--- src/rtl/mips_lsu_pkg.sv ---
// Shared encodings for the MEM-stage load/store unit: access sizes, FSM states, byte-enable patterns.
package mips_lsu_pkg;

   localparam logic [1:0] SZ_BYTE = 2'b00;
   localparam logic [1:0] SZ_HALF = 2'b01;
   localparam logic [1:0] SZ_WORD = 2'b10;

   localparam logic [1:0] ST_IDLE  = 2'd0;
   localparam logic [1:0] ST_ISSUE = 2'd1;
   localparam logic [1:0] ST_DONE  = 2'd2;

   localparam logic [3:0] BE_BYTE0   = 4'b0001;
   localparam logic [3:0] BE_HALF_LO = 4'b0011;
   localparam logic [3:0] BE_HALF_HI = 4'b1100;
   localparam logic [3:0] BE_WORD    = 4'b1111;

   // Size 2'b11 is an alias for a word access.
   function automatic logic is_word(input logic [1:0] size);
      return size[1];
   endfunction

endpackage

--- src/rtl/mips_lsu_if.sv ---
// Pipeline-side request/response and data-memory handshake bundle for mips_lsu.
interface mips_lsu_if #(parameter int ADDR_W = 32);
   logic              req_valid;
   logic              req_write;
   logic [1:0]        req_size;
   logic              req_unsigned;
   logic [ADDR_W-1:0] req_addr;
   logic [31:0]       req_wdata;
   logic              stall;
   logic              resp_valid;
   logic [31:0]       load_data;
   logic              misaligned;
   logic              bus_err;
   logic              mem_req;
   logic              mem_we;
   logic [3:0]        mem_be;
   logic [ADDR_W-1:0] mem_addr;
   logic [31:0]       mem_wdata;
   logic              mem_ack;
   logic [31:0]       mem_rdata;

   modport master (
      input  req_valid, req_write, req_size, req_unsigned, req_addr, req_wdata,
      input  mem_ack, mem_rdata,
      output stall, resp_valid, load_data, misaligned, bus_err,
      output mem_req, mem_we, mem_be, mem_addr, mem_wdata
   );

   modport slave (
      output req_valid, req_write, req_size, req_unsigned, req_addr, req_wdata,
      output mem_ack, mem_rdata,
      input  stall, resp_valid, load_data, misaligned, bus_err,
      input  mem_req, mem_we, mem_be, mem_addr, mem_wdata
   );
endinterface

--- src/rtl/mips_lsu_align.sv ---
// Combinational lane logic: byte enables, store-data replication, load lane select/extension, misalign flag.
module lsu_align
   import mips_lsu_pkg::*;
(
   input  logic [1:0]  addr_lo_i,
   input  logic [1:0]  size_i,
   input  logic        unsigned_i,
   input  logic [31:0] wdata_i,
   input  logic [31:0] rdata_i,
   output logic [3:0]  be_o,
   output logic [31:0] wdata_o,
   output logic [31:0] rdata_o,
   output logic        misaligned_o
);

   logic [7:0]  lane [4];
   logic [7:0]  byte_sel;
   logic [15:0] half_sel;

   for (genvar gi = 0; gi < 4; gi++) begin : g_lane
      assign lane[gi] = rdata_i[8*gi +: 8];
   end

   assign byte_sel = lane[addr_lo_i];
   assign half_sel = addr_lo_i[1] ? rdata_i[31:16] : rdata_i[15:0];

   always_comb begin
      be_o         = BE_WORD;
      wdata_o      = wdata_i;
      rdata_o      = rdata_i;
      misaligned_o = 1'b0;
      if (is_word(size_i)) begin
         misaligned_o = |addr_lo_i;
      end else if (size_i == SZ_HALF) begin
         be_o         = addr_lo_i[1] ? BE_HALF_HI : BE_HALF_LO;
         wdata_o      = {2{wdata_i[15:0]}};
         rdata_o      = {{16{half_sel[15] & ~unsigned_i}}, half_sel};
         misaligned_o = addr_lo_i[0];
      end else begin
         be_o         = BE_BYTE0 << addr_lo_i;
         wdata_o      = {4{wdata_i[7:0]}};
         rdata_o      = {{24{byte_sel[7] & ~unsigned_i}}, byte_sel};
      end
   end

endmodule

--- src/rtl/mips_lsu.sv ---
// MEM-stage load/store initiator driving a req/ack word memory.
// Optional ack watchdog enabled by defining MIPS_LSU_TIMEOUT_EN.
module mips_lsu
   import mips_lsu_pkg::*;
#(
   parameter int ADDR_W         = 32,
   parameter int TIMEOUT_CYCLES = 64
) (
   input logic       clk,
   input logic       rst,
   mips_lsu_if.master bus
);

   logic [1:0]        state_q, state_d;
   logic              mem_we_q, mem_we_d;
   logic [3:0]        mem_be_q, mem_be_d;
   logic [ADDR_W-1:0] mem_addr_q, mem_addr_d;
   logic [31:0]       mem_wdata_q, mem_wdata_d;
   logic [31:0]       load_data_q, load_data_d;
   logic              mis_q, mis_d;
   logic              berr_q, berr_d;

   logic [3:0]  al_be;
   logic [31:0] al_wdata;
   logic [31:0] al_rdata;
   logic        al_mis;
   logic        timeout;

   // req_* are held stable until resp_valid, so the live request also drives the load lane select.
   lsu_align u_align (
      .addr_lo_i    (bus.req_addr[1:0]),
      .size_i       (bus.req_size),
      .unsigned_i   (bus.req_unsigned),
      .wdata_i      (bus.req_wdata),
      .rdata_i      (bus.mem_rdata),
      .be_o         (al_be),
      .wdata_o      (al_wdata),
      .rdata_o      (al_rdata),
      .misaligned_o (al_mis)
   );

`ifdef MIPS_LSU_TIMEOUT_EN
   localparam int CNT_W = $clog2(TIMEOUT_CYCLES + 1);
   logic [CNT_W-1:0] cnt_q;

   always_ff @(posedge clk or posedge rst) begin
      if (rst)                      cnt_q <= '0;
      else if (state_q != ST_ISSUE) cnt_q <= '0;
      else                          cnt_q <= cnt_q + 1'b1;
   end

   assign timeout = (state_q == ST_ISSUE) && (cnt_q == CNT_W'(TIMEOUT_CYCLES - 1));
`else
   logic unused_timeout_cfg;
   assign unused_timeout_cfg = (TIMEOUT_CYCLES > 0);
   assign timeout            = 1'b0;
`endif

   always_comb begin
      state_d     = state_q;
      mem_we_d    = mem_we_q;
      mem_be_d    = mem_be_q;
      mem_addr_d  = mem_addr_q;
      mem_wdata_d = mem_wdata_q;
      load_data_d = load_data_q;
      mis_d       = mis_q;
      berr_d      = berr_q;
      case (state_q)
         ST_IDLE: begin
            if (bus.req_valid) begin
               load_data_d = '0;
               if (al_mis) begin
                  mis_d   = 1'b1;
                  state_d = ST_DONE;
               end else begin
                  mem_we_d    = bus.req_write;
                  mem_be_d    = al_be;
                  mem_addr_d  = {bus.req_addr[ADDR_W-1:2], 2'b00};
                  mem_wdata_d = al_wdata;
                  state_d     = ST_ISSUE;
               end
            end
         end
         ST_ISSUE: begin
            // An ack in the watchdog expiry cycle still completes normally.
            if (bus.mem_ack) begin
               mem_we_d    = 1'b0;
               load_data_d = bus.req_write ? 32'h0 : al_rdata;
               state_d     = ST_DONE;
            end else if (timeout) begin
               mem_we_d    = 1'b0;
               load_data_d = '0;
               berr_d      = 1'b1;
               state_d     = ST_DONE;
            end
         end
         ST_DONE: begin
            mis_d   = 1'b0;
            berr_d  = 1'b0;
            state_d = ST_IDLE;
         end
         default: state_d = ST_IDLE;
      endcase
   end

   always_ff @(posedge clk or posedge rst) begin
      if (rst) begin
         state_q     <= ST_IDLE;
         mem_we_q    <= 1'b0;
         mem_be_q    <= '0;
         mem_addr_q  <= '0;
         mem_wdata_q <= '0;
         load_data_q <= '0;
         mis_q       <= 1'b0;
         berr_q      <= 1'b0;
      end else begin
         state_q     <= state_d;
         mem_we_q    <= mem_we_d;
         mem_be_q    <= mem_be_d;
         mem_addr_q  <= mem_addr_d;
         mem_wdata_q <= mem_wdata_d;
         load_data_q <= load_data_d;
         mis_q       <= mis_d;
         berr_q      <= berr_d;
      end
   end

   assign bus.resp_valid = (state_q == ST_DONE);
   assign bus.stall      = bus.req_valid & ~bus.resp_valid;
   assign bus.mem_req    = (state_q == ST_ISSUE);
   assign bus.mem_we     = mem_we_q;
   assign bus.mem_be     = mem_be_q;
   assign bus.mem_addr   = mem_addr_q;
   assign bus.mem_wdata  = mem_wdata_q;
   assign bus.load_data  = load_data_q;
   assign bus.misaligned = mis_q;
   assign bus.bus_err    = berr_q;

endmodule

--- src/flat_wrapper.sv ---
// flat-port wrapper written by rule: the top's interface ports become plain ports
module mips_lsu_flat import mips_lsu_pkg::*;
#(
   parameter int ADDR_W         = 32,
   parameter int TIMEOUT_CYCLES = 64
)
  (clk, rst, bus_req_valid, bus_req_write, bus_req_size, bus_req_unsigned, bus_req_addr, bus_req_wdata, bus_mem_ack, bus_mem_rdata, bus_stall, bus_resp_valid, bus_load_data, bus_misaligned, bus_bus_err, bus_mem_req, bus_mem_we, bus_mem_be, bus_mem_addr, bus_mem_wdata);
  mips_lsu_if #(.ADDR_W(ADDR_W)) bus_i ();
  input logic clk;
  input logic rst;
  input wire logic [$bits(bus_i.req_valid)-1:0] bus_req_valid;
  input wire logic [$bits(bus_i.req_write)-1:0] bus_req_write;
  input wire logic [$bits(bus_i.req_size)-1:0] bus_req_size;
  input wire logic [$bits(bus_i.req_unsigned)-1:0] bus_req_unsigned;
  input wire logic [$bits(bus_i.req_addr)-1:0] bus_req_addr;
  input wire logic [$bits(bus_i.req_wdata)-1:0] bus_req_wdata;
  input wire logic [$bits(bus_i.mem_ack)-1:0] bus_mem_ack;
  input wire logic [$bits(bus_i.mem_rdata)-1:0] bus_mem_rdata;
  output wire logic [$bits(bus_i.stall)-1:0] bus_stall;
  output wire logic [$bits(bus_i.resp_valid)-1:0] bus_resp_valid;
  output wire logic [$bits(bus_i.load_data)-1:0] bus_load_data;
  output wire logic [$bits(bus_i.misaligned)-1:0] bus_misaligned;
  output wire logic [$bits(bus_i.bus_err)-1:0] bus_bus_err;
  output wire logic [$bits(bus_i.mem_req)-1:0] bus_mem_req;
  output wire logic [$bits(bus_i.mem_we)-1:0] bus_mem_we;
  output wire logic [$bits(bus_i.mem_be)-1:0] bus_mem_be;
  output wire logic [$bits(bus_i.mem_addr)-1:0] bus_mem_addr;
  output wire logic [$bits(bus_i.mem_wdata)-1:0] bus_mem_wdata;
  assign bus_i.req_valid = bus_req_valid;
  assign bus_i.req_write = bus_req_write;
  assign bus_i.req_size = bus_req_size;
  assign bus_i.req_unsigned = bus_req_unsigned;
  assign bus_i.req_addr = bus_req_addr;
  assign bus_i.req_wdata = bus_req_wdata;
  assign bus_i.mem_ack = bus_mem_ack;
  assign bus_i.mem_rdata = bus_mem_rdata;
  assign bus_stall = bus_i.stall;
  assign bus_resp_valid = bus_i.resp_valid;
  assign bus_load_data = bus_i.load_data;
  assign bus_misaligned = bus_i.misaligned;
  assign bus_bus_err = bus_i.bus_err;
  assign bus_mem_req = bus_i.mem_req;
  assign bus_mem_we = bus_i.mem_we;
  assign bus_mem_be = bus_i.mem_be;
  assign bus_mem_addr = bus_i.mem_addr;
  assign bus_mem_wdata = bus_i.mem_wdata;
  mips_lsu #(.ADDR_W(ADDR_W), .TIMEOUT_CYCLES(TIMEOUT_CYCLES)) u_core (.clk(clk), .rst(rst), .bus(bus_i));
endmodule
--- config.mk ---
export PLATFORM = sky130hd
export DESIGN_NAME = mips_lsu_flat
export DESIGN_NICKNAME = d
export VERILOG_FILES = /design/src/rtl/mips_lsu_pkg.sv /design/src/rtl/mips_lsu_if.sv /design/src/rtl/mips_lsu_align.sv /design/src/rtl/mips_lsu.sv /design/src/flat_wrapper.sv
export SDC_FILE = /design/constraint.sdc
export NUM_CORES = 1
export LEC_CHECK = 0
export ABC_CLOCK_PERIOD_IN_PS = 3000
export CAP_MARGIN = 20
export CORE_MARGIN = 5
export CORE_UTILIZATION = 38
export DETAILED_ROUTE_END_ITERATION = 10
export GPL_ROUTABILITY_DRIVEN = 0
export PLACE_DENSITY_LB_ADDON = 0.3
export SETUP_SLACK_MARGIN = 0.02
export SYNTH_ARGS = -nofsm -noshare
export SYNTH_HDL_FRONTEND = slang
export SYNTH_SLANG_ARGS = --single-unit
--- constraint.sdc ---
create_clock -name clk -period 3 [get_ports clk]
set_clock_uncertainty 0.05 [all_clocks]
set_input_delay 0.45 -clock clk [delete_from_list [all_inputs] [get_ports clk]]
set_output_delay 0.45 -clock clk [all_outputs]
set_load 0.03 [all_outputs]
After elaboration in Yosys (flattened, before gate mapping)

Index checks and enable logic that the tools add are counted.

Register bits: 102
Input port bits: 104
Output and inout port bits: 106
Word-level logic and storage cells: 60

Magnitude comparators: 1
Equality and inequality tests: 7
Shift-type cells: 1
Multiplexer cells: 28
Bitwise gates (word level): 7
Reductions and logical operators: 9

Operators by type and width:

| operator                                                 | number |
|---|---|
| 2-to-1 mux 32 bit                                        | 7 |
| one-hot mux 32 bit (2 select lines)                      | 1 |
| binary-select mux 8 bit (select 2 bit)                   | 1 |
| 2-to-1 mux 16 bit                                        | 1 |
| 2-to-1 mux 8 bit                                         | 2 |
| 2-to-1 mux 4 bit                                         | 3 |
| AND reduction 3 bit                                      | 3 |
| 2-to-1 mux 1 bit                                         | 7 |
| 2-to-1 mux 2 bit                                         | 3 |
| inequality test 2 bit, second input constant             | 3 |
| == test 2 x 1 -> 1 bit, second input constant            | 2 |
| one-hot mux 1 bit (2 select lines)                       | 2 |
| one-hot mux 2 bit (2 select lines)                       | 1 |
| AND reduction 4 bit                                      | 1 |
| nonzero test 2 bit                                       | 2 |
| << shifter 1 x 2 -> 4 bit, first input constant          | 1 |
| bitwise AND 1 bit                                        | 3 |
| greater-or-equal comparator 3 bit, second input constant | 1 |
| NOT 1 bit                                                | 3 |
| NOT 2 -> 3 bit                                           | 1 |
| == test 2 bit, second input constant                     | 1 |
| zero test 2 bit                                          | 1 |
| inequality test 2 x 1 -> 1 bit, second input constant    | 1 |
| AND reduction 2 bit                                      | 1 |
| OR reduction 2 bit                                       | 1 |

Depth between registers and ports, before layout

Gate-level depths: netlist (run 1).

Word-level depth: 10
Gate-level depth with buffers: 7
Depth with buffers taken out: 4

By module

Synthesis (run 1) repeated with hierarchy kept, for this count alone.

Cells, all modules: 484
Area total of the unflattened synthesis: 5388.9 sq um

Modules (own cells, without submodules):

| module    | instances | cells each | area each (sq um) | sequential area each (sq um) |
|---|---|---|---|---|
| mips_lsu  | 1         | 310        | 4083.9            | 2552.4 |
| lsu_align | 1         | 174        | 1305.0            | 0.0 |

Worst setup path before layout (run 1)

No wires, ideal clock.

Kind: in2reg
Start point: input port bus_req_size[0]
End point: register u_core.mem_addr_q[11] (netlist: u_core.bus.mem_addr[11])
Library setup time: 0.125 ns
Arrival: 1.649 ns
Slack: 1.176 ns
Stages: 6
Path buffers: 3
Cell sequence: clkbuf_1 > nand2_1 > nand3_1 > buf_2 > buf_2 > mux2_2

Word-level cells in the longest chain between the ends: 5

Ends and longest elaborated chain:

| element                       | line                 | source |
|---|---|---|
| from (decl)                   | flat_wrapper.sv:13   | `input wire logic [$bits(bus_i.req_size)-1:0] bus_req_size;` |
| == test 2 x 1 -> 1 bit        | mips_lsu_align.sv:34 | `end else if (size_i == SZ_HALF) begin` |
| 2-to-1 mux 1 bit              | mips_lsu_align.sv:34 |  |
| 2-to-1 mux 1 bit              | mips_lsu_align.sv:32 | `if (is_word(size_i)) begin` |
| NOT 1 bit (no line)           | --                   |  |
| AND reduction 3 bit (no line) | --                   |  |
| to (signal assigned)          | mips_lsu.sv:120      | `mem_addr_q <= mem_addr_d;` |
| to (decl)                     | mips_lsu.sv:17       | `logic [ADDR_W-1:0] mem_addr_q, mem_addr_d;` |

No other way between the ends.
A chain may end at the register's enable or synchronous reset.

Worst setup path after layout (run 1)

Start point: input port bus_mem_ack
End point: register u_core.load_data_q[24] (netlist: u_core.bus.load_data[24])

Word-level cells in the longest chain between the ends: 2

Ends and longest elaborated chain:

| element                         | line               | source |
|---|---|---|
| from (decl)                     | flat_wrapper.sv:17 | `input wire logic [$bits(bus_i.mem_ack)-1:0] bus_mem_ack;` |
| inequality test 2 bit (no line) | --                 |  |
| AND reduction 3 bit (no line)   | --                 |  |
| to (signal assigned)            | mips_lsu.sv:122    | `load_data_q <= load_data_d;` |
| to (decl)                       | mips_lsu.sv:19     | `logic [31:0] load_data_q, load_data_d;` |

No other way between the ends.

==> results of run 1 <==
==> cell families (layout without fill, tap and decap cells) <==
| family | after synthesis | count (layout) |
|---|---|---|
| simple gates | 71 | 71 |
| buf+inv | 33 | 231 |
| mux | 74 | 74 |
| flops | 102 | 102 |
| compound gates | 100 | 100 |
| other cells | 1 | 3 |
==> per-layer routing <==
metal / up-vias / track usage (%) / routed length (um)
met5: - / 0 / 0
met4: 0 / 7.44 / 325
met3: 24 / 8.17 / 1380
met2: 175 / 30.8 / 6580
met1: 1858 / 22.4 / 5340
li1: 1774 / - / -
==> area by class of cell <==
type | instances | area (um2)
fillers | 1003 | 4860
well taps | 147 | 184
repair buffers | 212 | 2130
clock buffers | 11 | 233
clock inverters | 5 | 50.0
multi-input cells | 248 | 1840
inverters | 3 | 15.0
flip-flops and latches | 102 | 2550
==> cells in the mapped netlist (2+ instances only) <==
cell type,number,share of area (%)
sky130_fd_sc_hd__nand2_1,40,3.3
sky130_fd_sc_hd__nor2b_1,5,0.69
sky130_fd_sc_hd__a221o_1,16,3.5
sky130_fd_sc_hd__o21ai_0,41,4.5
sky130_fd_sc_hd__a32oi_1,7,1.4
sky130_fd_sc_hd__a31oi_1,2,0.28
sky130_fd_sc_hd__buf_6,2,0.50
sky130_fd_sc_hd__nand2b_1,2,0.28
sky130_fd_sc_hd__o22ai_1,7,0.96
sky130_fd_sc_hd__buf_4,3,0.50
sky130_fd_sc_hd__mux2_2,47,12
sky130_fd_sc_hd__clkbuf_1,9,0.74
sky130_fd_sc_hd__or2_2,3,0.41
sky130_fd_sc_hd__inv_1,3,0.25
sky130_fd_sc_hd__buf_2,12,1.3
sky130_fd_sc_hd__buf_1,4,0.33
sky130_fd_sc_hd__nand3_1,2,0.22
sky130_fd_sc_hd__a22oi_1,8,1.3
sky130_fd_sc_hd__nor2_1,13,1.1
sky130_fd_sc_hd__mux2i_1,26,5.7
sky130_fd_sc_hd__o31ai_1,2,0.33
sky130_fd_sc_hd__a21oi_1,11,1.2
sky130_fd_sc_hd__dfrtp_1,102,56
sky130_fd_sc_hd__nor2_2,2,0.28
==> worst min-delay path: stages (launching register included) <==
cell and delay (ns):
sky130_fd_sc_hd__dfrtp_1 0.34, sky130_fd_sc_hd__nand2_1 0.04, sky130_fd_sc_hd__o21ai_0 0.06
==> where the power goes <==
part           internal (mW)  switching, mW  leakage [nW]  total [mW]
clock network          0.642          0.502         0.143        1.14
logic                   1.04           1.30          1.52        2.34
registers               1.75          0.203          1.28        1.96
==> worst max-delay path by stage <==
stage                               endpoint  slack, ns  depth (start not counted)
floorplan            u_core.bus.mem_addr[11]       1.18                          6
global placement    u_core.bus.load_data[17]       0.35                          5
detailed placement  u_core.bus.load_data[24]       0.23                          5
CTS                 u_core.bus.load_data[24]       0.57                          5
global route        u_core.bus.load_data[20]       0.44                          5
finish              u_core.bus.load_data[24]       0.55                          5
==> flip-flops by register name, summed over array words and instances (netlist names) <==
register               count
u_core.bus.mem_wdata      32
u_core.bus.mem_we          1
u_core.bus.misaligned      1
u_core.bus.mem_addr       30
u_core.bus.mem_be          4
u_core.bus.load_data      32
u_core.state_q             2
==> stage by stage <==
step / cell area (um2) / worst slack, ns / power (mW) / utilization (%)
after floorplan: 4550 / 1.18 / 3.23 / -
after global placement: 6720 / 0.348 / 4.30 / 56.7
after detailed placement: 6720 / 0.228 / 4.34 / 56.7
after CTS: 7000 / 0.570 / 5.50 / 59.0
after global routing: 7000 / 0.438 / 5.72 / 59.0
final: 7000 / 0.549 / 5.44 / 59.0
==> metrics.md, run 1 <==
| Metric | Value |
|---|---|
| Status | complete, no violations |
| Area share of xor/xnor cells in the synthesized design | 0% |
| Resize count post-CTS | 0 |
| Per-instance average area after synthesis | 11.9 um2 |
| Dominant combinational cell family by area after synthesis | multiplexers |
| Final min period | 2.45 ns |
| Arithmetic-cell share of the synthesized area counting full adders, half adders and majority gates | 0% |
| Commonest cells after routing, fill and taps aside | sky130_fd_sc_hd__clkdlybuf4s50_1 (205), sky130_fd_sc_hd__dfrtp_1 (102), sky130_fd_sc_hd__mux2_2 (47), sky130_fd_sc_hd__o21ai_0 (41), sky130_fd_sc_hd__nand2_1 (40) |
| Post-route worst hold slack | approximately 0.43 ns |
| Compound-cell area share of the yosys netlist | between 10 and 15% |
| Number of H-tree branching levels | 3 |
| Iteration-0 DRC count of the detailed router | about 220 |
| Post-route fraction of the period consumed by the critical path | between 80% and 90% |
| Post-CTS Hold Buffers | 0 |
| Mapped Area | roughly 0.0045 mm2 |
| Via count of the first global-routing pass | 4068 |
| Cell depth of the worst min-delay path | 2 |
| Height of the die | approximately 120 um |
| Die span in x | ~120 um |
| Effective utilization at floorplan | between 30% and 40% |
| Critical path buffer and inverter count | 1 |
| Worst-path cell chain | clkdlybuf4s50_1 > and4bb_2 > nand2b_1 > nor4b_4 > a221o_1 |
| Setup repair after global routing missed its margin | no |
| Largest stage delay on the critical path | 0.79 ns |
| Sequential share of the synthesized area | around 56% |
| Achievable Freq | roughly 400 MHz |
| Mapped Cells | roughly 380 |
| Beginning of the worst hold path | u_core.bus.mem_wdata[17] |
| Number of buffers inserted to repair setup after CTS | 0 |
| Worst path top cell family by delay | simple AND/OR/NAND/NOR gates |
| Number of standard-cell rows in the floorplan | 40 |
| Placed wire-length estimate after detailed placement | just over 10 mm |
| Number of hold-slack violations in the final timing report | 0 |
| # diodes | 0 |
| Proportion of register bits with asynchronous set or reset after synthesis | 100% |
| Worst Path Max Fanout | 16 |
| Area inside the core boundary | ~0.012 mm2 |
| Synth cell types | 36 |
| Static leakage power | between 2 and 3 nW |
| Worst Hold Class | register to register |
| CTS clk-pin slew, worst paths | around 0.060 ns |
| Via total after detailed routing | ~3800 |
| Count of input and output buffers | roughly 210 |
| EDFF count, synth | 0 |
| CP Launch Point | bus_mem_ack |
| CTS Buffer Depth | 2 |
| Slowest stage cell, crit path | sky130_fd_sc_hd__nor4b_4 |
| ANT nets after route | 0 |
| DR DRC count | 0 |
| Worst vdd ir | roughly 380 uV |
| Number of ports placed on the die boundary | 210 |
| Worst EP required | 3.23 ns |
| Area grow syn2layout | 54.3% |
| Placed cell count | 712 |
| Sink count of the clock tree | between 100 and 150 |
| Per-cell routed wire length | around 19 um |
| Pins Over Slew Limit | 0 |
| Clock tree from TritonCTS | done |
| Number of cells traversed by the worst register-to-register path | 4 |
| Fraction of final layout cells with drive strength greater than 1 | 13.6% |
| Mux contribution to synthesized area | about 18% |
| Max cap viols | 0 |
| Global-route usage over all layers | between 10% and 20% |
| Die area | between 0.01 and 0.015 mm2 |
| Worst-skew pair later-pin latency | ~0.34 ns |
| Mean number of vias per cell | 5.26 |
| Setup Crit Path Kind | primary input to register |
| Normalized max-slew margin | 45.0% |
| Number of nets in the finished design | 680 |
| Wire length of the first global-routing pass | between 20 and 25 mm |
| Worst reg2reg setup slack | ~0.65 ns |
| Clock tree root driver cell | sky130_fd_sc_hd__clkbuf_16 |
| Beginning of the worst register-to-register path | u_core.state_q[1] |
| Synthesized flop and latch total | roughly 100 |
| Non-filler cells in the finished layout | around 730 |
| Fraction of the mapped netlist area in simple logic gates | under 10% |
| Final-report setup violation count | 0 |
| Number of CTS-inserted buffers | 9 |
| Yosys warning count | 0 |
| Slew @ Worst Pin | slightly above 0.8 ns |
| Top FF cell, synth | sky130_fd_sc_hd__dfrtp_1 |
| Crit path DAT | roughly 2.7 ns |
| Terminus of the critical flop-to-flop path | u_core.bus.load_data[24] |
| Areal power density over the cells | 777 mW/mm2 |
| Setup_tns | 0 ns |
| Sum of routed wire length over all layers | between 10 and 15 mm |
| Largest net degree at the start of global routing | 103 |
| Number of iterations in the first detailed-routing pass | 4 |
| Total congestion overflow | 0 |
| Startpoint type of the worst setup path | primary input |
| Crit path capture type | register |
| Leading cell type in the layout, fill and taps excluded | sky130_fd_sc_hd__clkdlybuf4s50_1 |
| Antenna violations before repair | 0 |
| Hold Crit Endpoint | u_core.bus.mem_wdata[17] |
Note: power is estimated with default switching activity, not from simulation.
==> run 2: changes to the inputs <==
- ABC_CLOCK_PERIOD_IN_PS: 3000 -> 2100
- clock period: 3 -> 2.1 ns (I/O delays scaled with it)
==> run 2 against run 1 <==
Combinational power grew 45%. Global-route usage up 0.38 points. Worst setup slack worse by 0.46 ns. Sequential share of layout area is 1.0 points lower. Largest cell class unchanged.
==> metrics.md, run 2 (synthesis results as in run 1) <==
| Metric | Value |
|---|---|
| Effective utilization at floorplan | 38.3% (unchanged) |
| Placed cell count | 731 (+2.7%) |
| Commonest cells after routing, fill and taps aside | sky130_fd_sc_hd__clkdlybuf4s50_1 (202), sky130_fd_sc_hd__dfrtp_1 (102), sky130_fd_sc_hd__mux2_2 (47), sky130_fd_sc_hd__o21ai_0 (41), sky130_fd_sc_hd__nand2_1 (40) |
| Iteration-0 DRC count of the detailed router | 290 (+29%) |
| Number of ports placed on the die boundary | 210 (unchanged) |
| Final-report setup violation count | 0 (unchanged) |
| Height of the die | 119 um (unchanged) |
| Worst Hold Class | primary input to register |
| PnR worst setup slack | 0.0872 ns (-0.462 ns) |
| Static leakage power | 3.08 nW (+4.3%) |
| ANT nets after route | 0 (unchanged) |
| Area grow syn2layout | 58.7% |
| Pins Over Slew Limit | 0 (unchanged) |
| Largest net degree at the start of global routing | 103 (unchanged) |
| Post-CTS Hold Buffers | 0 (unchanged) |
| Non-filler cells in the finished layout | 747 (+2.6%) |
| Per-cell routed wire length | 18.5 um (-1.3%) |
| Max cap viols | 0 (unchanged) |
| Number of CTS-inserted buffers | 9 (unchanged) |
| Number of standard-cell rows in the floorplan | 40 (unchanged) |
| Startpoint type of the worst setup path | register |
| Global-route usage over all layers | 19.4% (+0.38 points) |
| Status | complete, no violations |
| Via count of the first global-routing pass | 4174 (+2.6%) |
| Areal power density over the cells | 1100 mW/mm2 (+41%) |
| Worst EP required | 2.32 ns (-0.91 ns) |
| Achievable Freq | just under 500 MHz |
| Count of input and output buffers | 206 (unchanged) |
| Antenna violations before repair | 0 (unchanged) |
| Worst vdd ir | 589 uV (+55%) |
| Final min period | between 2 and 2.5 ns |
| Clock tree from TritonCTS | done |
| CTS clk-pin slew, worst paths | 0.07 ns (about the same) |
| Leading cell type in the layout, fill and taps excluded | sky130_fd_sc_hd__clkdlybuf4s50_1 |
| Post-route worst hold slack | 0.328 ns (-0.0993 ns) |
| Number of cells traversed by the worst register-to-register path | 4 (unchanged) |
| Wire length of the first global-routing pass | 22.1 mm (+3.1%) |
| Total congestion overflow | 0 (unchanged) |
| Crit path capture type | register |
| Number of hold-slack violations in the final timing report | 0 (unchanged) |
| Via total after detailed routing | 3848 (+0.44%) |
| Worst-skew pair later-pin latency | 0.34 ns (about the same) |
| Die area | 0.0142 mm2 (unchanged) |
| Number of nets in the finished design | 699 (+2.8%) |
| Pre-CTS WS | -0.190 ns (-0.418 ns) |
| Clock tree root driver cell | sky130_fd_sc_hd__clkbuf_16 |
| Number of iterations in the first detailed-routing pass | 5 (+1) |
| Mean number of vias per cell | 5.15 (-2.1%) |
| Cell depth of the worst min-delay path | 3 (+1) |
| Crit path DAT | 2.24 ns (-0.44 ns) |
| Setup Crit Path Kind | register to register |
| # diodes | 0 (unchanged) |
| Filler cells | 968 (-3.5%) |
| Post-route fraction of the period consumed by the critical path | around 96% |
| Normalized max-slew margin | 44.5% (-0.48 points) |
| Final standard cell utilization of the core | 60.7% (+1.7 points) |
| Worst Path Max Fanout | 16 (unchanged) |
| Sink count of the clock tree | 102 (unchanged) |
| Number of H-tree branching levels | 3 (unchanged) |
| CTS Buffer Depth | 2 (unchanged) |
| Sum of routed wire length over all layers | 13.8 mm (+1.3%) |
| DR DRC count | 0 (unchanged) |
| Fraction of final layout cells with drive strength greater than 1 | 16.5% (+2.9 points) |
| Setup repair after global routing missed its margin | no |
| Slew @ Worst Pin | 0.828 ns (+0.00710 ns) |
| Placed wire-length estimate after detailed placement | 10.4 mm (+2.7%) |
| Die span in x | 119 um (unchanged) |
| Area inside the core boundary | 0.0119 mm2 (unchanged) |
run 2: cell count changes in the layout (fill, tap and decap cells not counted), sizes merged:
cell           change
dlygate4sd2        +3
inv                +1
clkbuf             +1
clkinv             -2
buf               +19
clkdlybuf4s50      -3
run 2: path summary, 6_finish.rpt:
| path | slack (ns) | startpoint | to |
|---|---|---|---|
| min in group asynchronous | 0.42 | rst | u_core.bus.load_data[8] |
| setup / recovery | 0.09 | u_core.state_q[1] | u_core.bus.load_data[16] |
| setup reg to reg | 0.09 | u_core.state_q[1] | u_core.bus.load_data[16] |
| hold / removal | 0.33 | bus_req_size[1] | u_core.bus.load_data[15] |
| hold reg to reg | 0.43 | u_core.bus.mem_wdata[11] | u_core.bus.mem_wdata[11] |
| max in group asynchronous | 1.15 | rst | u_core.bus.mem_wdata[5] |
run 2: layout make-up:
class,instances,area (um2),share of cell area [%]
flip-flops and latches,102,2550,35.4
clock buffers,12,256,3.56
repair buffers,231,2300,32.0
clock inverters,4,52.6,0.729
well taps,147,184,2.55
inverters,3,15.0,0.208
multi-input cells,248,1840,25.6
run 2: critical path: stages, from the launching register on:
cell                       delay [ns]
sky130_fd_sc_hd__dfrtp_1         0.45
sky130_fd_sc_hd__and4bb_2        0.35
sky130_fd_sc_hd__nand2b_1        0.12
sky130_fd_sc_hd__nor4b_4         0.76
sky130_fd_sc_hd__a221o_1         0.22
run 2: stage by stage:
step / TNS [ns] / power [mW] / area [um2]
2_1_floorplan: 0 / 4.62 / 4550
3_3_place_gp: -4.03 / 6.19 / 6900
3_5_place_dp: -4.04 / 6.26 / 6900
4_1_cts: 0 / 8.01 / 7210
5_1_grt: 0 / 8.32 / 7210
6_report: 0 / 7.92 / 7210
run 2: timing repair:
| item | in CTS | in global routing |
|---|---|---|
| gates resized for setup | 3 | 0 |
| endpoints found under the setup margin | 3 | 0 |
| setup buffers | 0 | 0 |
run 2: where the power goes:
group | switching, mW | internal (mW)
clock network | 0.729 | 0.995
registers | 0.294 | 2.50
logic | 1.87 | 1.52
total | 2.90 | 5.02
run 2: metal layers:
metal  global-route usage [%]  wire [um]  up-vias
met2                     32.1       6690      189
met1                     22.4       5300     1838
met3                     8.21       1530       18
met5                        0          0        -
li1                         -          -     1803
met4                     7.52        288        0
==> variant 1: new RTL, config.mk and constraints of run 2 <==
Build with the macro `MIPS_LSU_TIMEOUT_EN` defined.
--- a/src/rtl/mips_lsu.sv
+++ b/src/rtl/mips_lsu.sv
@@ -2,2 +2,4 @@
 // Optional ack watchdog enabled by defining MIPS_LSU_TIMEOUT_EN.
+`define MIPS_LSU_TIMEOUT_EN
+
 module mips_lsu
Function: same outputs for any inputs over 4 cycles, from zero or initial values and one cycle with rst high; that may be too few to reach the edited logic, so the function may still have changed.
==> variant 1 against run 2 <==
Core utilization shrank 1.3 points; sequential power grew 17%; worst hold slack lost 0.18 ns; wire length grew 6.4%; synthesized cell count grew 13%; critical path depth grew 2; power grew 26%; non-clock buffer count grew 8; setup slack gained 0.083 ns; design area grew 9.2%; area after synthesis grew 13%; sequential cell count grew 8; fmax grew 4.3%; largest cell class unchanged; highest routed layer unchanged.
==> variant 1: results (changes against run 2) <==
| Metric | Value |
|---|---|
| Outcome | `completed (unchanged)` |
| Largest cells by area after synthesis | `dfrtp_1 (54%), mux2_2 (9.2%), mux2i_1 (6.8%) (was dfrtp_1 (56%), mux2_2 (12%), mux2i_1 (5.7%))` |
| Hold WC Path Type | `input port to asynchronous set/reset pin (was input port to flip-flop)` |
| Fin nets | `759 (was 699)` |
| Port bufs | `207 (was 206)` |
| Synth top area share | `53.6% (was 56.2%)` |
| Initial detailed-routing violation count | `344 (was 290)` |
| Largest net degree at the start of global routing | `63 (was 103)` |
| Drt pass-1 iters | `4 (was 5)` |
| Cell count after synthesis | `431 (was 381)` |
| All-layer global routing usage | `18.5% (was 19.4%)` |
| First-pass GRT wire length | `23.7 mm (was 22.1 mm)` |
| Critical path peak fanout | `62 (was 16)` |
| Register area share after synthesis | `53.6% (was 56.2%)` |
| Worst hold slack | `0.151 ns (was 0.328 ns)` |
| Leakage Power | `0.00344 µW (was 0.00308 µW)` |
| Critical Path AT | `2.12 ns (was 2.24 ns)` |
| Vias in the first global route | `4596 (was 4174)` |
| Worst VDD drop | `0.000827 V (was 0.000589 V)` |
| Leading cell types by count after synthesis | `dfrtp_1 (110), mux2_2 (42), mux2i_1 (35), nand2_1 (34), o21ai_0 (28) (was dfrtp_1 (102), mux2_2 (47), o21ai_0 (41), nand2_1 (40), mux2i_1 (26))` |
| Via density | `5.15 (about the same)` |
| HPWL after detailed placement | `11.2 mm (was 10.4 mm)` |
| Unique masters post-synth | `44 (was 36)` |
| Final WL | `14.7 mm (was 13.8 mm)` |
| R2R setup slack | `0.17 ns (was 0.09 ns)` |
| Clock-pin slew on the worst setup and hold paths | `0.07 ns (about the same)` |
| Critical path's slowest cell | `dfrtp_1 (was nor4b_4)` |
| Share of cells above drive strength 1 | `16.0% (was 16.5%)` |
==> variant 1: layer usage <==
metal / global-route usage (%) / wire length [µm] / vias up
met5: 0 / 0 / -
met4: 7.32 / 362 / 0
met3: 6.01 / 1200 / 23
met2: 30.8 / 7140 / 150
met1: 22.3 / 5990 / 2104
li1: - / - / 2010
==> variant 1: final timing paths <==
kind / startpoint / endpoint / cells after the start
setup / recovery: u_core.state_q[0]$_DFFE_PP0P_ / u_core.bus.mem_be[0]$_DFFE_PP0P_ / 6
hold / removal: rst / u_core.bus.mem_addr[28]$_DFFE_PP0P_ / 2
setup reg to reg: u_core.state_q[0]$_DFFE_PP0P_ / u_core.bus.mem_be[0]$_DFFE_PP0P_ / 6
max in group asynchronous: rst / u_core.bus.mem_addr[31]$_DFFE_PP0P_ / 3
min in group clk: bus_req_size[1] / u_core.bus.mem_be[1]$_DFFE_PP0P_ / 3
hold reg to reg: u_core.cnt_q[0]$_DFF_PP0_ / u_core.cnt_q[0]$_DFF_PP0_ / 1
==> variant 1: power breakdown <==
| group | leakage [µW] | switching, µW | internal [µW] |
|---|---|---|---|
| Clock | 0.000144 | 765 | 988 |
| Sequential | 0.00140 | 406 | 2870 |
| Combinational | 0.00190 | 2730 | 2180 |
==> variant 1: repair_timing <==
action	in CTS	in global routing
gates resized for setup	1	2
pin swaps	1	1
buffers inserted	1	0
endpoints found under the setup margin	17	18
==> variant 1: stage by stage <==
step / worst slack, ns / instance area, µm² / util [%] / total power (µW) / setup TNS [ns]
after CTS: 0.0573 / 7860 / 59.4 / 10100 / 0
after detailed placement: -0.164 / 7530 / 56.9 / 8280 / -4.34
after floorplan: 0.0689 / 5140 / - / 6050 / 0
final: 0.171 / 7870 / 59.4 / 9940 / 0
after global placement: -0.113 / 7530 / 56.9 / 8180 / -3.24
after global routing: 0.0383 / 7870 / 59.4 / 10500 / 0
==> variant 1: logic make-up (layout without fill, tap and decap cells) <==
| kind of cell | after synthesis | in the layout | synth area share (%) |
|---|---|---|---|
| compound gates | 110 | 110 | 15.7 |
| simple gates | 85 | 85 | 8.87 |
| other cells | 1 | 2 | 0.0730 |
| xor+xnor | 4 | 4 | 0.682 |
| mux | 77 | 77 | 16.0 |
| fa+ha+maj | 4 | 4 | 0.974 |
| flops | 110 | 110 | 53.6 |
| buf+inv | 40 | 264 | 4.09 |
==> variant 1: cell type report <==
| class | count | area share, % |
|---|---|---|
| clock buffers | 11 | 3.21 |
| clock inverters | 5 | 0.731 |
| inverters | 9 | 0.477 |
| multi-input cells | 282 | 27.8 |
| flip-flops and latches | 110 | 35.0 |
| well taps | 176 | 2.80 |
| repair buffers | 239 | 30.0 |
==> variant 2: new RTL, settings of run 2 <==
Without the edit above. `mem_wdata_q` no longer has a reset.
--- a/src/rtl/mips_lsu.sv
+++ b/src/rtl/mips_lsu.sv
@@ -111,3 +111,2 @@
          mem_addr_q  <= '0;
-         mem_wdata_q <= '0;
          load_data_q <= '0;
@@ -120,3 +119,2 @@
          mem_addr_q  <= mem_addr_d;
-         mem_wdata_q <= mem_wdata_d;
          load_data_q <= load_data_d;
@@ -125,2 +123,6 @@
       end
+   end
+
+   always_ff @(posedge clk) begin
+      mem_wdata_q <= mem_wdata_d;
    end
Behaviour: not the same (Yosys sat finds a counterexample within 4 cycles, from zero or initial values and one cycle with rst high).
==> variant 2 against run 2 <==
Sequential share of layout area is 2.9 points higher; register-to-register slack better by 0.14 ns; die area shrank 2.3%; fmax grew 3.7%; synthesized cell count is 13% lower; wire length fell by 4.1%; setup slack improved by 0.071 ns; design area is 1.8% lower; power decreased by 13%; non-clock buffer count down 2; area after synthesis shrank 2.6%; via count is 7.1% lower; sequential cell count is the same; largest cell class unchanged.
==> variant 2: results (changes against run 2) <==
| Metric | Value |
|---|---|
| Sw power | `2300 µW (was 2900 µW)` |
| Grt met2 use | `31.2% (was 32.1%)` |
| Register area share after synthesis | `61.3% (was 56.2%)` |
| Nonclk buf count | `229 (was 231)` |
| Worst hold slack | `0.366 ns (was 0.328 ns)` |
| Number of synthesized flops with an enable pin | `32 (was 0)` |
| Largest net degree at the start of global routing | `71 (was 103)` |
| HPWL after detailed placement | `10.0 mm (was 10.4 mm)` |
| Final WL | `13.2 mm (was 13.8 mm)` |
| Hold WC Path Type | `input port to asynchronous set/reset pin (was input port to flip-flop)` |
| Flop pwr share | `38.6% (was 35.3%)` |
| CP top delay family | `compound AO/OA/AOI/OAI gates (was simple AND/OR/NAND/NOR gates)` |
| All-layer global routing usage | `18.6% (was 19.4%)` |
| CP max stage delay | `0.55 ns (was 0.76 ns)` |
| Signal buf overhead | `32.4% (was 32.0%)` |
| Outcome | `completed (unchanged)` |
| Leading cell types by count after synthesis | `dfrtp_1 (70), mux2_2 (53), edfxtp_1 (32), nand2_1 (31), o21ai_0 (20) (was dfrtp_1 (102), mux2_2 (47), o21ai_0 (41), nand2_1 (40), mux2i_1 (26))` |
| Critical path's slowest cell | `a21oi_1 (was nor4b_4)` |
| Multi-input combinational area share | `22.0% (was 25.6%)` |
| Met3 routed WL | `1.11 mm (was 1.53 mm)` |
| Initial detailed-routing violation count | `231 (was 290)` |
| FF-to-FF End | `u_core.bus.load_data[23]$_DFFE_PP0P_ (was u_core.bus.load_data[16]$_DFFE_PP0P_)` |
| M1 GR Usage | `22.1% (was 22.4%)` |
| Sequential cell area | `2710 µm² (was 2550 µm²)` |
| Via count | `3573 (was 3848)` |
| Met1 WL | `5.25 mm (was 5.30 mm)` |
| Critical Path AT | `2.12 ns (was 2.24 ns)` |
| Share of cells above drive strength 1 | `19.6% (was 16.5%)` |
| Synthesized area per cell | `13.3 µm² (was 11.9 µm²)` |
| Inverter count | `11 (was 3)` |
| Fin nets | `655 (was 699)` |
| Async SR Flop Fraction | `68.6% (was 100%)` |
| First-pass GRT wire length | `20.8 mm (was 22.1 mm)` |
| Worst setup path endpoint | `u_core.bus.load_data[9]$_DFFE_PP0P_ (was u_core.bus.load_data[16]$_DFFE_PP0P_)` |
| Leakage Power | `0.00287 µW (was 0.00308 µW)` |
| Largest cells by area after synthesis | `dfrtp_1 (40%), edfxtp_1 (22%), mux2_2 (13%) (was dfrtp_1 (56%), mux2_2 (12%), mux2i_1 (5.7%))` |
| Drt pass-1 iters | `4 (was 5)` |
| Worst setup startpoint | `bus_req_addr[1] (was u_core.state_q[1]$_DFFE_PP0P_)` |
| Met2 wire len | `6.54 mm (was 6.69 mm)` |
variant 2: metrics by stage:
| stage | worst slack (ns) | setup TNS (ns) | std cells | total power (µW) | area, µm² |
|---|---|---|---|---|---|
| after floorplan | 0.0233 | 0 | 335 | 4060 | 4430 |
| after global placement | -0.214 | -4.81 | 682 | 5260 | 6770 |
| after detailed placement | -0.277 | -8.09 | 682 | 5320 | 6770 |
| after CTS | 0.0348 | 0 | 697 | 6980 | 7060 |
| after global routing | 0.0904 | 0 | 698 | 7230 | 7080 |
| final | 0.159 | 0 | 698 | 6900 | 7080 |
variant 2: kinds of logic (layout without fill, tap and decap cells):
logic type | count (synthesis) | count (layout) | synth area share (%)
compound gates | 70 | 70 | 11.9
mux | 64 | 64 | 16.3
buf+inv | 35 | 255 | 3.82
flops | 102 | 102 | 61.3
simple gates | 61 | 61 | 6.65
other cells | 1 | 3 | 0.0848
